File: src/rtl/pipeline_ctrl_pkg.sv
// Shared types and encodings for the pipeline sequencer.
// Optional operand forwarding is selected with the FWD_EN macro.
package pipeline_ctrl_pkg;

   typedef enum logic [2:0] {
      ST_RESET,
      ST_RUN,
      ST_FLUSH,
      ST_DRAIN,
      ST_HALT
   } state_e;

   localparam logic [4:0] OP_HLT  = 5'h1F;

   localparam logic [1:0] FWD_REG = 2'b00;
   localparam logic [1:0] FWD_EX  = 2'b01;
   localparam logic [1:0] FWD_WB  = 2'b10;

endpackage

File: src/rtl/pipeline_ctrl_hazard_unit.sv
// Combinational RAW hazard detection between ID sources and EX/WB destinations.
// FWD_EN defined: forward from EX/WB and stall only on load-use; else stall on any match.
module hazard_unit
   import pipeline_ctrl_pkg::*;
(
   input  logic [2:0] id_rs1,
   input  logic [2:0] id_rs2,
   input  logic       id_use_rs1,
   input  logic       id_use_rs2,
   input  logic [2:0] ex_rd,
   input  logic       ex_wr_en,
   input  logic       ex_is_load,
   input  logic [2:0] wb_rd,
   input  logic       wb_wr_en,
   output logic       stall,
   output logic [1:0] fwd_sel_a,
   output logic [1:0] fwd_sel_b
);

   logic ex_match_a;
   logic ex_match_b;
   logic wb_match_a;
   logic wb_match_b;

   assign ex_match_a = id_use_rs1 && ex_wr_en && (ex_rd == id_rs1);
   assign ex_match_b = id_use_rs2 && ex_wr_en && (ex_rd == id_rs2);
   assign wb_match_a = id_use_rs1 && wb_wr_en && (wb_rd == id_rs1);
   assign wb_match_b = id_use_rs2 && wb_wr_en && (wb_rd == id_rs2);

`ifdef FWD_EN
   // The younger EX result wins over the older WB result.
   assign fwd_sel_a = ex_match_a ? FWD_EX : (wb_match_a ? FWD_WB : FWD_REG);
   assign fwd_sel_b = ex_match_b ? FWD_EX : (wb_match_b ? FWD_WB : FWD_REG);
   assign stall     = ex_is_load && (ex_match_a || ex_match_b);
`else
   logic unused_load;

   assign fwd_sel_a   = FWD_REG;
   assign fwd_sel_b   = FWD_REG;
   assign stall       = ex_match_a || ex_match_b || wb_match_a || wb_match_b;
   assign unused_load = ex_is_load;
`endif

endmodule

File: src/rtl/pipeline_ctrl.sv
// Pipeline sequencer: stage enables/flushes, branch redirect, HLT drain/resume, stall counter.
// Forwarding behaviour follows the FWD_EN macro (see hazard_unit).
module pipeline_ctrl
   import pipeline_ctrl_pkg::*;
#(
   parameter int STALL_CNT_W = 8
) (
   input  logic                   clk,
   input  logic                   rst,
   input  logic [2:0]             id_rs1,
   input  logic [2:0]             id_rs2,
   input  logic                   id_use_rs1,
   input  logic                   id_use_rs2,
   input  logic [4:0]             ex_opcode,
   input  logic [2:0]             ex_rd,
   input  logic                   ex_wr_en,
   input  logic                   ex_is_load,
   input  logic [2:0]             wb_rd,
   input  logic                   wb_wr_en,
   input  logic                   branch_taken,
   input  logic [5:0]             branch_target,
   input  logic                   resume,
   output logic                   pc_en,
   output logic                   if_id_en,
   output logic                   id_ex_en,
   output logic                   ex_wb_en,
   output logic                   if_id_flush,
   output logic                   id_ex_flush,
   output logic                   pc_load,
   output logic [5:0]             pc_load_addr,
   output logic [1:0]             fwd_sel_a,
   output logic [1:0]             fwd_sel_b,
   output logic                   halted,
   output logic [STALL_CNT_W-1:0] stall_cnt
);

   state_e                 state_q, state_d;
   logic [STALL_CNT_W-1:0] stall_cnt_q, stall_cnt_d;
   logic                   hz_stall;
   logic [1:0]             hz_fwd_a;
   logic [1:0]             hz_fwd_b;

   hazard_unit u_hazard (
      .id_rs1     (id_rs1),
      .id_rs2     (id_rs2),
      .id_use_rs1 (id_use_rs1),
      .id_use_rs2 (id_use_rs2),
      .ex_rd      (ex_rd),
      .ex_wr_en   (ex_wr_en),
      .ex_is_load (ex_is_load),
      .wb_rd      (wb_rd),
      .wb_wr_en   (wb_wr_en),
      .stall      (hz_stall),
      .fwd_sel_a  (hz_fwd_a),
      .fwd_sel_b  (hz_fwd_b)
   );

   always_comb begin
      state_d     = state_q;
      stall_cnt_d = stall_cnt_q;
      case (state_q)
         ST_RESET: state_d = ST_RUN;
         ST_RUN: begin
            if (branch_taken) begin
               state_d = ST_FLUSH;
            end else begin
               if (ex_opcode == OP_HLT) begin
                  state_d = ST_DRAIN;
               end
               if (hz_stall && (stall_cnt_q != {STALL_CNT_W{1'b1}})) begin
                  stall_cnt_d = stall_cnt_q + 1'b1;
               end
            end
         end
         ST_FLUSH: state_d = ST_RUN;
         ST_DRAIN: state_d = ST_HALT;
         ST_HALT:  state_d = resume ? ST_FLUSH : ST_HALT;
         default:  state_d = ST_RESET;
      endcase
   end

   always_ff @(posedge clk or negedge rst) begin
      if (!rst) begin
         state_q     <= ST_RESET;
         stall_cnt_q <= '0;
      end else begin
         state_q     <= state_d;
         stall_cnt_q <= stall_cnt_d;
      end
   end

   // Controls depend on the current inputs so they settle ahead of the same edge.
   always_comb begin
      pc_en        = 1'b0;
      if_id_en     = 1'b0;
      id_ex_en     = 1'b0;
      ex_wb_en     = 1'b0;
      if_id_flush  = 1'b0;
      id_ex_flush  = 1'b0;
      pc_load      = 1'b0;
      pc_load_addr = '0;
      fwd_sel_a    = FWD_REG;
      fwd_sel_b    = FWD_REG;
      halted       = 1'b0;
      case (state_q)
         ST_RUN: begin
            fwd_sel_a = hz_fwd_a;
            fwd_sel_b = hz_fwd_b;
            if (branch_taken) begin
               pc_load      = 1'b1;
               pc_load_addr = branch_target;
               if_id_flush  = 1'b1;
               id_ex_flush  = 1'b1;
               ex_wb_en     = 1'b1;
            end else if (hz_stall) begin
               id_ex_flush  = 1'b1;
               ex_wb_en     = 1'b1;
            end else begin
               pc_en        = 1'b1;
               if_id_en     = 1'b1;
               id_ex_en     = 1'b1;
               ex_wb_en     = 1'b1;
            end
         end
         ST_FLUSH: begin
            pc_en       = 1'b1;
            if_id_flush = 1'b1;
            id_ex_flush = 1'b1;
            ex_wb_en    = 1'b1;
         end
         ST_DRAIN: begin
            id_ex_flush = 1'b1;
            ex_wb_en    = 1'b1;
         end
         ST_HALT: halted = 1'b1;
         default: begin
            if_id_flush = 1'b1;
            id_ex_flush = 1'b1;
         end
      endcase
   end

   assign stall_cnt = stall_cnt_q;

endmodule

File: config.mk
export PLATFORM = sky130hd
export DESIGN_NAME = pipeline_ctrl
export DESIGN_NICKNAME = d
export VERILOG_FILES = /design/src/rtl/pipeline_ctrl_pkg.sv /design/src/rtl/pipeline_ctrl_hazard_unit.sv /design/src/rtl/pipeline_ctrl.sv
export SDC_FILE = /design/constraint.sdc
export NUM_CORES = 1
export LEC_CHECK = 0
export ABC_AREA = 1
export CAP_MARGIN = 10
export CORE_ASPECT_RATIO = 2
export CORE_MARGIN = 2
export CORE_UTILIZATION = 40
export DETAILED_ROUTE_END_ITERATION = 12
export HOLD_SLACK_MARGIN = 0.03
export MAX_ROUTING_LAYER = met4
export PLACE_DENSITY = 0.83
export SYNTH_ARGS = -nofsm -noshare
export SYNTH_HDL_FRONTEND = slang
export SYNTH_HIERARCHICAL = 1
export SYNTH_SLANG_ARGS = --single-unit
File: constraint.sdc
create_clock -name clk -period 1.6 [get_ports clk]
set_input_delay 0.32 -clock clk [delete_from_list [all_inputs] [get_ports clk]]
set_output_delay 0.32 -clock clk [all_outputs]
set_load 0.05 [all_outputs]
==> results by group <==
STA
  – Rel. slew slack: 39.04%
  – Final period util: 113.3%
  – Max Clock Freq: 0.5514 GHz
  – Final slew viol count: 0
  – Min Clock Period, post-route: 1.814 ns
  – Final worst slack: -0.2135 ns
  – Clock Skew: 0.001206 ns
  – Setup tns final: -0.7632 ns
  – RSZ-0062 raised after global routing: yes
  – # setup viols final: 6
  – Actual slew at the worst max-slew pin: 0.9111 ns
  – Final Hold Viols: 0

Setup path
  – Setup CP Type: input port to output pin
  – Startpoint Class: input port
  – RR Startpoint: stall_cnt[0]
  – Worst r2r dst: stall_cnt[3]
  – R2r worst-path depth: 8
  – CP endpoint kind: output pin
  – CP max-delay cell: buf_12
  – CP max stage delay: 0.15 ns
  – Reg2reg setup slack: 0.14 ns
  – Crit path cell chain: buf_6, nand2_2, a21oi_2, nand2_1, nor2_1, nor2_1, nand2_2, inv_2, nand2_4, clkinvlp_4, buf_12, buf_12
  – Critical path required time: 1.28 ns
  – CP Max Fanout: 2
  – WP data arrival: 1.49 ns

Placed design
  – PortBufs: 52
  – Inst Count DP: 274
  – GPL Wtd Cong: 0.8240
  – DP HPWL: 2.720 mm

Routing
  – Drt first pass iters: 4
  – Mean number of vias per cell: 4.979
  – Iteration-0 DRC count of the detailed router: 28
  – Routed WL per cell: 14.40 microns
  – Routed WL: 4.061 mm
  – DRC viols: 0
  – Via count: 1404
  – Routed Antenna Nets: 0

Finish
  – Antenna Cells: 0
  – Commonest non-fill, non-tap cell in the layout: nand2_1
  – Finished Core Util: 83.47%
  – Nets@finish: 287
  – Fillcell total: 155
  – Sequential standard cell area: 276.5 sq um
  – Post-route insts no fill: 282
  – Commonest non-fill, non-tap cells in the layout: 63 x nand2_1, 23 x buf_12, 14 x nand2_2, 14 x inv_1, 13 x clkdlybuf4s50_1
  – P&R area growth vs syn: 101.5%
  – Fraction of layout cells with a size suffix above 1: 47.43%
  – Multi-input logic area: 877.1 sq um

Floorplan
  – Core box area: 0.002703 sq mm
  – I/O pin cnt: 58
  – Vert. Die Dim: 78.83 microns
  – Standard-cell row count: 27
  – Die width: 41.42 microns
  – Die area: 0.003265 sq mm
  – Starting Density: 41.44%

Clock tree
  – Worst-path clk slew: 0.05 ns
  – TritonCTS sink count: 11
  – Clk_lat worst skew: 0.24 ns
  – TritonCTS clock tree: built
  – TritonCTS Buffers: 3
  – Longest Clk Path Bufs: 2
  – CTS H-tree lvls: 1
  – CTS root buf: clkbuf_8

Pwr
  – Pwr/cell area: 1436 mW/mm^2
  – Leakage power: 1.096 nW
  – Max VDD drop: 0.9499 mV

Synth
  – Share of the synthesized area in the top cell type: 26.82%
  – Synth area leaders: nand2_1 27%, dfrtp_1 25%, inv_1 9.4%, nor2_1 7.7%, buf_4 3.4%
  – Syn avg cell area: 5.925 sq um
  – Post-Syn Area: 0.001120 sq mm
  – #FFs+latches synth: 11
  – Synth cell types: 27
  – Ys Warns: 6
  – Register area share after synthesis: 24.58%
  – Post-synth top area cell: nand2_1
  – Synth Instances: 189

Global routing
  – Initial antenna violation count: 0
  – Largest net degree at the start of global routing: 13
  – GRT Overall Usage: 24.12%
  – Vias in the first global route: 1418
  – First-pass GRT wire length: 5.913 mm
  – Grt ovf: 0

Run status
  – Status: finished, violations left
  – Violated checks: setup timing

Worst hold path
  – HP Class: input port to async pin

Job
  – Max_cap viols: 0
-- metrics by stage --
step	hold slack [ns]	area (sq um)	setup slack, ns	total power, W
floorplan	0.02441	1171	-0.3615	0.001662
global placement	0.5228	1969	-0.5581	0.002636
detailed placement	0.5318	1969	-0.5838	0.002657
CTS	0.4350	2069	-0.1388	0.003142
global route	0.4583	2256	-0.2091	0.003395
finish	0.4201	2256	-0.2135	0.003241
-- where the power goes --
part	switching (W)	internal, W
clock	0.000117	0.000172
sequential	0.0000926	0.000345
combinational	0.00143	0.00108
-- cell usage after synthesis (all sizes together) --
library cell,count
a21oi,4
and2,1
buf,7
conb,1
dfrtp,11
ha,1
inv,32
nand2,81
nand3,9
nand3b,1
nand4,4
nor2,28
o21ai,3
o22ai,1
o31ai,1
xnor2,1
xor2,3
-- per-layer routing --
layer | vias up | global-route usage (%) | routed length (microns)
li1 | 686 | - | -
met1 | 638 | 20.34 | 1121
met2 | 67 | 47.34 | 2640
met3 | 13 | 2.955 | 158
met4 | 0 | 14.84 | 140
met5 | - | - | 0
-- what timing repair did --
| item | in CTS | in global routing |
|---|---|---|
| gates resized for setup | 101 | 54 |
| setup buffers | 3 | 2 |
| hold buffers | 0 | 0 |
| pin swaps | 19 | 25 |
| endpoints found under the setup margin | 18 | 12 |
-- cell families after synthesis --
| group | after synthesis | synth area share [%] |
|---|---|---|
| AND/OR/NAND/NOR | 124 | 51.17 |
| adder cells (fa/ha/maj) | 1 | 1.117 |
| buffers and inverters | 39 | 14.97 |
| XOR/XNOR | 4 | 3.129 |
| flip-flops | 11 | 24.58 |
| other | 1 | 0.3349 |
| AO/OA/AOI/OAI | 9 | 4.693 |
-- state kept, by name, summed over array words and instances (netlist names) --
register   cells
stall_cnt      8
state_q        3
-- worst max-delay path, delay by kind of cell --
family,cells,cell delay [ns]
AOI/OAI and AO/OA,1,0.12
buffers and inverters,5,0.55
and+or+nand+nor,6,0.50
-- worst max path at each step --
| stage | from | end | depth (start not counted) |
|---|---|---|---|
| 2_1_floorplan | state_q[0] | if_id_flush | 4 |
| 3_3_place_gp | id_rs1[1] | id_ex_en | 12 |
| 3_5_place_dp | id_rs2[1] | id_ex_en | 12 |
| 4_1_cts | id_rs2[2] | id_ex_en | 13 |
| 5_1_grt | ex_wr_en | id_ex_en | 12 |
| 6_report | ex_wr_en | id_ex_en | 12 |
-- layout make-up --
class	instances	share of cell area [%]
Clock buffer	3	1.830
Timing Repair Buffer	64	38.94
Multi-Input combinational cell	142	38.88
Clock inverter	1	0.2219
Sequential cell	11	12.26
Inverter	32	6.267
Tap cell	29	1.608
(Power assumes the default switching activity.)
